$ cat src/rtl/parking_entry_gate_if.sv
// Lane-side bundle between the entry gate controller and the lane sensors / parking_system.
// Latency: none, wires only.
// Backpressure: none; sensors are level signals and car_arrival is a fire-and-forget pulse.
interface parking_entry_gate_if #(
  parameter int CNT_W = 8
);
  logic             entry_sensor;
  logic             pass_sensor;
  logic [2:0]       available_slots;
  logic             car_arrival;
  logic             gate_open;
  logic             full_lamp;
  logic             entry_timeout;
  logic [CNT_W-1:0] cars_entered;

  // Lane / parking_system side: drives sensors and slot count, observes the gate.
  modport master (
    output entry_sensor,
    output pass_sensor,
    output available_slots,
    input  car_arrival,
    input  gate_open,
    input  full_lamp,
    input  entry_timeout,
    input  cars_entered
  );

  // Gate controller side.
  modport slave (
    input  entry_sensor,
    input  pass_sensor,
    input  available_slots,
    output car_arrival,
    output gate_open,
    output full_lamp,
    output entry_timeout,
    output cars_entered
  );
endinterface

$ cat src/rtl/parking_entry_gate.sv
// Entry-barrier controller: debounces the lane sensor, requests a slot, opens the gate until the car passes.
// Latency: car_arrival pulses 2 (sync) + 1 (idle detect) + DEBOUNCE_CYCLES cycles after entry_sensor rises.
// Backpressure: none; with no free slot the lane holds in FULL and lights full_lamp until a slot frees.
// Optional statistics counter enabled by defining PARKING_ENTRY_STATS_EN.
module parking_entry_gate #(
  parameter int DEBOUNCE_CYCLES = 4,
  parameter int OPEN_TIMEOUT    = 16,
  parameter int CNT_W           = 8
) (
  input  logic                 clock,
  input  logic                 gl_reset,
  parking_entry_gate_if.slave  gate_if
);

  typedef enum logic [2:0] {
    IDLE     = 3'd0,
    DEBOUNCE = 3'd1,
    REQUEST  = 3'd2,
    OPEN     = 3'd3,
    PASSING  = 3'd4,
    CLEAR    = 3'd5,
    FULL     = 3'd6
  } state_t;

  localparam logic [CNT_W-1:0] DB_LAST   = CNT_W'(DEBOUNCE_CYCLES - 1);
  localparam logic [CNT_W-1:0] OPEN_LAST = CNT_W'(OPEN_TIMEOUT - 1);

  state_t           state_q, state_d;
  logic [CNT_W-1:0] timer_q, timer_d;
  logic [1:0]       es_sync_q, es_sync_d;
  logic [1:0]       ps_sync_q, ps_sync_d;
  logic             car_arrival_q, car_arrival_d;
  logic             gate_open_q, gate_open_d;
  logic             full_lamp_q, full_lamp_d;
  logic             entry_timeout_q, entry_timeout_d;
  logic             entered_d;

  logic es;
  logic ps;

  // Two-flop synchronisers; the FSM only ever looks at the second stage.
  assign es_sync_d = {es_sync_q[0], gate_if.entry_sensor};
  assign ps_sync_d = {ps_sync_q[0], gate_if.pass_sensor};
  assign es        = es_sync_q[1];
  assign ps        = ps_sync_q[1];

  // Next-state logic; outputs are derived from the next state so they register with it (Moore).
  always_comb begin
    state_d         = state_q;
    timer_d         = timer_q;
    entry_timeout_d = 1'b0;
    entered_d       = 1'b0;
    case (state_q)
      IDLE: begin
        if (es) begin
          state_d = DEBOUNCE;
          timer_d = '0;
        end
      end
      DEBOUNCE: begin
        if (!es) begin
          state_d = IDLE;
        end else if (timer_q == DB_LAST) begin
          state_d = (gate_if.available_slots == 3'd0) ? FULL : REQUEST;
        end else begin
          timer_d = timer_q + 1'b1;
        end
      end
      REQUEST: begin
        // One-cycle state, so car_arrival can never be high two cycles running.
        state_d = OPEN;
        timer_d = '0;
      end
      OPEN: begin
        // A pass seen on the timeout cycle wins over the timeout.
        if (ps) begin
          state_d = PASSING;
        end else if (timer_q == OPEN_LAST) begin
          state_d         = CLEAR;
          entry_timeout_d = 1'b1;
        end else begin
          timer_d = timer_q + 1'b1;
        end
      end
      PASSING: begin
        if (!ps) begin
          state_d   = CLEAR;
          entered_d = 1'b1;
        end
      end
      CLEAR: begin
        // Hold here until the lane sensor drops so the same car is not counted twice.
        if (!es) state_d = IDLE;
      end
      FULL: begin
        if (!es) begin
          state_d = IDLE;
        end else if (gate_if.available_slots != 3'd0) begin
          state_d = REQUEST;
        end
      end
      default: begin
        state_d = IDLE;
        timer_d = '0;
      end
    endcase

    car_arrival_d = (state_d == REQUEST);
    gate_open_d   = (state_d == OPEN) || (state_d == PASSING);
    full_lamp_d   = (state_d == FULL);
  end

  // FSM, timer, synchronisers and registered outputs; reset closes the gate immediately.
  always_ff @(posedge clock or posedge gl_reset) begin
    if (gl_reset) begin
      state_q         <= IDLE;
      timer_q         <= '0;
      es_sync_q       <= '0;
      ps_sync_q       <= '0;
      car_arrival_q   <= 1'b0;
      gate_open_q     <= 1'b0;
      full_lamp_q     <= 1'b0;
      entry_timeout_q <= 1'b0;
    end else begin
      state_q         <= state_d;
      timer_q         <= timer_d;
      es_sync_q       <= es_sync_d;
      ps_sync_q       <= ps_sync_d;
      car_arrival_q   <= car_arrival_d;
      gate_open_q     <= gate_open_d;
      full_lamp_q     <= full_lamp_d;
      entry_timeout_q <= entry_timeout_d;
    end
  end

  assign gate_if.car_arrival   = car_arrival_q;
  assign gate_if.gate_open     = gate_open_q;
  assign gate_if.full_lamp     = full_lamp_q;
  assign gate_if.entry_timeout = entry_timeout_q;

`ifdef PARKING_ENTRY_STATS_EN
  logic [CNT_W-1:0] cars_entered_q, cars_entered_d;

  // Saturating count of completed entries; only gl_reset clears it.
  always_comb begin
    cars_entered_d = cars_entered_q;
    if (entered_d && (cars_entered_q != {CNT_W{1'b1}})) begin
      cars_entered_d = cars_entered_q + 1'b1;
    end
  end

  // Counter register.
  always_ff @(posedge clock or posedge gl_reset) begin
    if (gl_reset) begin
      cars_entered_q <= '0;
    end else begin
      cars_entered_q <= cars_entered_d;
    end
  end

  assign gate_if.cars_entered = cars_entered_q;
`else
  logic unused_entered;
  assign unused_entered       = entered_d;
  assign gate_if.cars_entered = '0;
`endif

endmodule

$ cat src/flat_wrapper.sv
// flat-port wrapper written by rule: the top's interface ports become plain ports
module parking_entry_gate_flat 
#(
  parameter int DEBOUNCE_CYCLES = 4,
  parameter int OPEN_TIMEOUT    = 16,
  parameter int CNT_W           = 8
)
  (clock, gl_reset, gate_if_entry_sensor, gate_if_pass_sensor, gate_if_available_slots, gate_if_car_arrival, gate_if_gate_open, gate_if_full_lamp, gate_if_entry_timeout, gate_if_cars_entered);
  parking_entry_gate_if #(.CNT_W(CNT_W)) gate_if_i ();
  input  logic clock;
  input  logic gl_reset;
  input wire logic [$bits(gate_if_i.entry_sensor)-1:0] gate_if_entry_sensor;
  input wire logic [$bits(gate_if_i.pass_sensor)-1:0] gate_if_pass_sensor;
  input wire logic [$bits(gate_if_i.available_slots)-1:0] gate_if_available_slots;
  output wire logic [$bits(gate_if_i.car_arrival)-1:0] gate_if_car_arrival;
  output wire logic [$bits(gate_if_i.gate_open)-1:0] gate_if_gate_open;
  output wire logic [$bits(gate_if_i.full_lamp)-1:0] gate_if_full_lamp;
  output wire logic [$bits(gate_if_i.entry_timeout)-1:0] gate_if_entry_timeout;
  output wire logic [$bits(gate_if_i.cars_entered)-1:0] gate_if_cars_entered;
  assign gate_if_i.entry_sensor = gate_if_entry_sensor;
  assign gate_if_i.pass_sensor = gate_if_pass_sensor;
  assign gate_if_i.available_slots = gate_if_available_slots;
  assign gate_if_car_arrival = gate_if_i.car_arrival;
  assign gate_if_gate_open = gate_if_i.gate_open;
  assign gate_if_full_lamp = gate_if_i.full_lamp;
  assign gate_if_entry_timeout = gate_if_i.entry_timeout;
  assign gate_if_cars_entered = gate_if_i.cars_entered;
  parking_entry_gate #(.DEBOUNCE_CYCLES(DEBOUNCE_CYCLES), .OPEN_TIMEOUT(OPEN_TIMEOUT), .CNT_W(CNT_W)) u_core (.clock(clock), .gl_reset(gl_reset), .gate_if(gate_if_i));
endmodule
$ cat config.mk
export PLATFORM = sky130hd
export DESIGN_NAME = parking_entry_gate_flat
export DESIGN_NICKNAME = d
export VERILOG_FILES = /design/src/rtl/parking_entry_gate_if.sv /design/src/rtl/parking_entry_gate.sv /design/src/flat_wrapper.sv
export SDC_FILE = /design/constraint.sdc
export NUM_CORES = 1
export LEC_CHECK = 0
export CAP_MARGIN = 20
export CORE_MARGIN = 4
export CORE_UTILIZATION = 31
export CTS_BUF_LIST = sky130_fd_sc_hd__clkbuf_8 sky130_fd_sc_hd__clkbuf_16
export DETAILED_ROUTE_END_ITERATION = 7
export PLACE_DENSITY = 0.53
export SLEW_MARGIN = 10
export SYNTH_ARGS = -nofsm -noshare
export SYNTH_HDL_FRONTEND = slang
export SYNTH_SLANG_ARGS = --single-unit
$ cat constraint.sdc
create_clock -name clock -period 4.6 [get_ports clock]
set_input_delay 0.46 -clock clock [delete_from_list [all_inputs] [get_ports clock]]
set_output_delay 0.46 -clock clock [all_outputs]
set_load 0.02 [all_outputs]
# Word-level counts from Yosys, hierarchy flattened
# Cells that the tools add are included.
# word_totals
out_inout_bits	12
input_bits	7
register_bits	19
# op_classes
n_reduce_logical	6
bitwise_logic	1
n_addsub	1
muxes	20
eq_ne	17
# ops
op	count
8-bit 2-to-1 mux	5
8-bit case mux with 4 select lines	1
3-bit 2-to-1 mux	10
3-bit case mux with 7 select lines	1
3-bit == test (second input constant)	5
3-bit by 2-bit == test with 1-bit output (second input constant)	4
8-bit by 1-bit adder with 8-bit output (second input constant)	1
8-bit by 2-bit == test with 1-bit output (second input constant)	1
8-bit by 4-bit == test with 1-bit output (second input constant)	1
3-bit zero test	2
2-bit != test (second input constant)	3
6-bit AND reduction	1
2-bit by 1-bit != test with 1-bit output (second input constant)	2
3-bit by 1-bit == test with 1-bit output (second input constant)	1
1-bit 2-to-1 mux	3
3-bit nonzero test	1
3-bit OR reduction	1
1-bit logical OR	1
1-bit NOT	1

# Depth between registers and ports, before layout
# logic_depth
depth_word	7
mapped_depth	6
depth_no_buf	6

# Least setup slack after synthesis
# Ideal clock, no wire load.
# synth_timing
path_type	register to register
startpoint	register u_core.timer_q[0]
endpoint	register u_core.timer_q[4]
setup_ps	119
path_slack_ps	2967
arrival_time_ps	1515
path_stages_with_launch	6
path_cell_list	dfrtp_1 > ha_1 > and4_1 > o211a_1 > o31a_1 > o21a_1
# synth_via
elab_chain_len	4
word_cells_on_any_way	11
classes_between	add/sub: 1; eq/ne: 4; mux: 5; reduce/logical: 1
# synth_lines
item	line_no	rtl
start: declaration	parking_entry_gate.sv:29	logic [CNT_W-1:0] timer_q, timer_d;
start signal: assignment	parking_entry_gate.sv:126	timer_q <= timer_d;
8-bit by 1-bit adder with 8-bit output	parking_entry_gate.sv:66, parking_entry_gate.sv:82	
8-bit 2-to-1 mux (on tied branches)	parking_entry_gate.sv:78, parking_entry_gate.sv:63	
8-bit 2-to-1 mux (on tied branches)	parking_entry_gate.sv:76, parking_entry_gate.sv:61	
8-bit case mux with 4 select lines	parking_entry_gate.sv:53	case (state_q)
# Several ways; a longest one is shown, not always the timed one. The select of a mux whose other input is x is not followed.
# A chain may end at the register's enable or synchronous reset.

# Final worst setup path
# layout_timing
startpoint	register u_core.state_q[0]
endpoint	register u_core.timer_q[2]
# layout_via
elab_chain_len	4
word_cells_on_any_way	15
classes_between	eq/ne: 10; mux: 1; bitwise: 1; reduce/logical: 3
# layout_lines
item	line_no	rtl
start: declaration	parking_entry_gate.sv:28	state_t state_q, state_d;
start signal: assignment	parking_entry_gate.sv:125	state_q <= state_d;
3-bit == test (on tied branches)	--	
3-bit OR reduction (no line)	--	
1-bit NOT (no line)	--	
6-bit AND reduction (no line)	--	
# Several ways; a longest one is shown, not always the timed one.

==> results.md <==
- Hold Slack: 353 ps
- Library cells used by synthesis: 42
- Fin util: 37.2%
- Initial drt markers: 53
- Final #Nets: 137
- Largest family of logic cells by synthesized area: simple AND/OR/NAND/NOR gates
- GPL Wtd Cong: 0.851
- Diodes inserted: 0
- Cell count after synthesis: 120
- Via-to-Cell Ratio: 5.14
- CTS Sinks: 19
- R2R depth: 4
- Num CTS Buffers: 3
- Final Cell Area: 1270 um^2
- Share of the synthesized area in the top cell type: 42.4%
- Largest net degree at the start of global routing: 20
- Die Height: 68.2 um
- Die X-Extent: 68.2 um
- Postcts setup bufs: 0
- RSZ-0062 raised after global routing: no
- Vias in the first global route: 845
- Max-slew violations: 0
- Fin Setup TNS: 0 ps
- CTS max path bufs: 2
- Synth Area in Adders: 1.11%
- GRT Residual Overflow: 0
- Post-CTS sizing: 0
- Startpoint types: flip-flop
- CP Capture Type: flip-flop
- H-tree Lvls: 1
- Dpl cell area: 1220 um^2
- Final setup fails: 0
- Post-synthesis sequential area ratio: 42.4%
- Initial antenna violation count: 0
- Hold buffers post-CTS: 0
- CP Capture Point: u_core.timer_q[2]
- Most frequent cells in the layout: dfrtp_1 (19), nand3_1 (13), nand2_1 (10), clkdlybuf4s50_1 (10), o21ai_0 (9)
- Clock-pin slew on the worst setup and hold paths: 70 ps
- Via count: 894
- Fin cells: 174
- Core area: 3420 um^2
- Area growth syn-to-layout: 13.2%
- Synth Area in Compound Gates: 17.5%
- Post-Place Cells: 170
- Starting Density: 32.9%
- Max VDD drop: 0.000187 V
- P_leak: 0.000561 uW
- Crit Path Category: flip-flop to flip-flop
- Row Count: 21
- Worst Tran Pin Value: 714 ps
- Status: finished, final reports clean
- CTS tree: done
- Total GRT Usage: 10.9%
- DRC: 0
- Final min period: 1930 ps
- Launching point of the worst reg2reg path: u_core.state_q[0]
- Synth Area in Simple Gates: 29.1%
- Final hold vios: 0
- CP max FO: 12
- Max-Cap Viols: 0
- Layout cells sized above 1: 9.38%
- Relative slew slack: 52.3%
- R2r setup slk: 2670 ps
- Synthesized area: 1120 um^2
- Max frequency: 519 MHz
- DR pass1 iterations: 4
- Area leader, netlist: dfrtp_1
- Tcrit/Tclk final: 41.9%
- Min-delay src: u_core.ps_sync_q[0]
- Synth Area per Inst: 9.35 um^2
- First-pass GRT wire length: 3.84 mm
- Fill cell count: 357
- Antenna violation net count after detailed routing: 0
- Worst hold path class: flip-flop to flip-flop
- Commonest non-fill, non-tap cell in the layout: dfrtp_1
- Post-synthesis mux area share: 0.892%
- Leading post-synthesis cells by cell area: dfrtp_1 (42%), nand3_1 (5.8%), buf_4 (5.4%)
- Synthesized-area fraction occupied by xor and xnor cells: 0%
- Max Clock Skew: 2.01 ps
- DP Wirelength: 1.61 mm
- Clock latency on the worst-skew pair: 250 ps
- Port Buf Inserts: 10
- Die Area: 4650 um^2
- Yosys Warn Count: 0
- Root buf cell: clkbuf_8
- Routed len/inst: 12.8 um
- Top-Level Pins: 19
- Crit path DAT: 2070 ps
- Yosys reg bits: 19
- Critical path origin: u_core.state_q[0]
- Critical R2R Capture: u_core.timer_q[2]
- Pwr per Cell Area: 426 nW/um^2
- CP required: 4750 ps
- Total Wirelength: 2.23 mm
-- worst min-delay path by stage --
stage / endpoint / slack, ps / cells after the start
after global routing: u_core.ps_sync_q[1] / 370 / 0
after global placement: u_core.es_sync_q[1] / 340 / 0
after detailed placement: u_core.ps_sync_q[1] / 340 / 0
after CTS: u_core.ps_sync_q[1] / 350 / 0
final: u_core.ps_sync_q[1] / 350 / 0
after floorplan: u_core.es_sync_q[1] / 330 / 0
-- worst max-delay path, cell delays in order, from the launching register on --
cell and delay, ps:
dfrtp_1 520, nor2b_1 620, o211ai_2 270, and4_4 260
o21a_1 160
-- where the power goes --
part / switching [uW] / leakage, uW / internal (uW) / total [uW]
logic: 107 / 0.000284 / 76.3 / 183
clock network: 56.1 / 0.0000255 / 60.2 / 116
registers: 48.9 / 0.000251 / 192 / 241
total: 212 / 0.000561 / 329 / 540
-- sequential cells by signal (all words and copies together), names as in the netlist --
register / count
u_core.timer_q: 8
u_core.state_q: 3
u_core.gate_if.entry_timeout: 1
u_core.gate_if.full_lamp: 1
u_core.gate_if.car_arrival: 1
u_core.gate_if.gate_open: 1
u_core.es_sync_q: 2
u_core.ps_sync_q: 2
-- area by class of cell --
type                            instances  area [um^2]  area share [%]
Clock buffer                            3         41.3            3.25
Clock inverter                          1         5.00           0.394
Inverter                                4         15.0            1.18
Multi-Input combinational cell         91          576            45.3
Sequential cell                        19          475            37.4
Tap cell                               46         57.6            4.53
Timing Repair Buffer                   10          100            7.88
-- Yosys cell counts, drive strengths merged --
| cell type | n |
|---|---|
| o221a | 1 |
| inv | 4 |
| o211a | 1 |
| and4b | 1 |
| nand4b | 2 |
| o21a | 2 |
| ha | 1 |
| nor4 | 2 |
| nand2b | 2 |
| a211oi | 1 |
| o211ai | 1 |
| buf | 11 |
| and3 | 3 |
| or2 | 2 |
| mux2i | 1 |
| nor2 | 4 |
| a21bo | 1 |
| nor3 | 3 |
| o41ai | 1 |
| a211o | 1 |
| clkbuf | 2 |
| nor4b | 1 |
| and2 | 1 |
| conb | 1 |
| nand2 | 10 |
| and4 | 2 |
| nand3 | 13 |
| a21oi | 3 |
| o31ai | 1 |
| a32o | 1 |
| nand4 | 1 |
| or3 | 1 |
| o31a | 2 |
| a31oi | 2 |
| nor2b | 4 |
| dfrtp | 19 |
| o21ai | 10 |
| nand3b | 1 |
-- cells by family (layout without fill, tap and decap cells) --
logic type | count (synthesis) | after routing
compound gates | 28 | 28
fa+ha+maj | 1 | 1
buf+inv | 17 | 18
flops | 19 | 19
mux | 1 | 1
other cells | 1 | 8
simple gates | 53 | 53
-- routing by layer --
metal | global-route usage (%) | vias to the layer above | wire [um]
li1 | - | 436 | -
met5 | 0 | - | 0
met4 | 2.23 | 0 | 17
met1 | 14.1 | 434 | 1040
met3 | 3.94 | 2 | 110
met2 | 17.6 | 22 | 1060
-- stage by stage --
stage / total power, uW / worst slack, ps
floorplan: 388 / 2970
global placement: 423 / 2790
detailed placement: 425 / 2720
CTS: 544 / 2700
global route: 586 / 2570
finish: 540 / 2670
No activity file was read; power rests on OpenSTA's default activity.
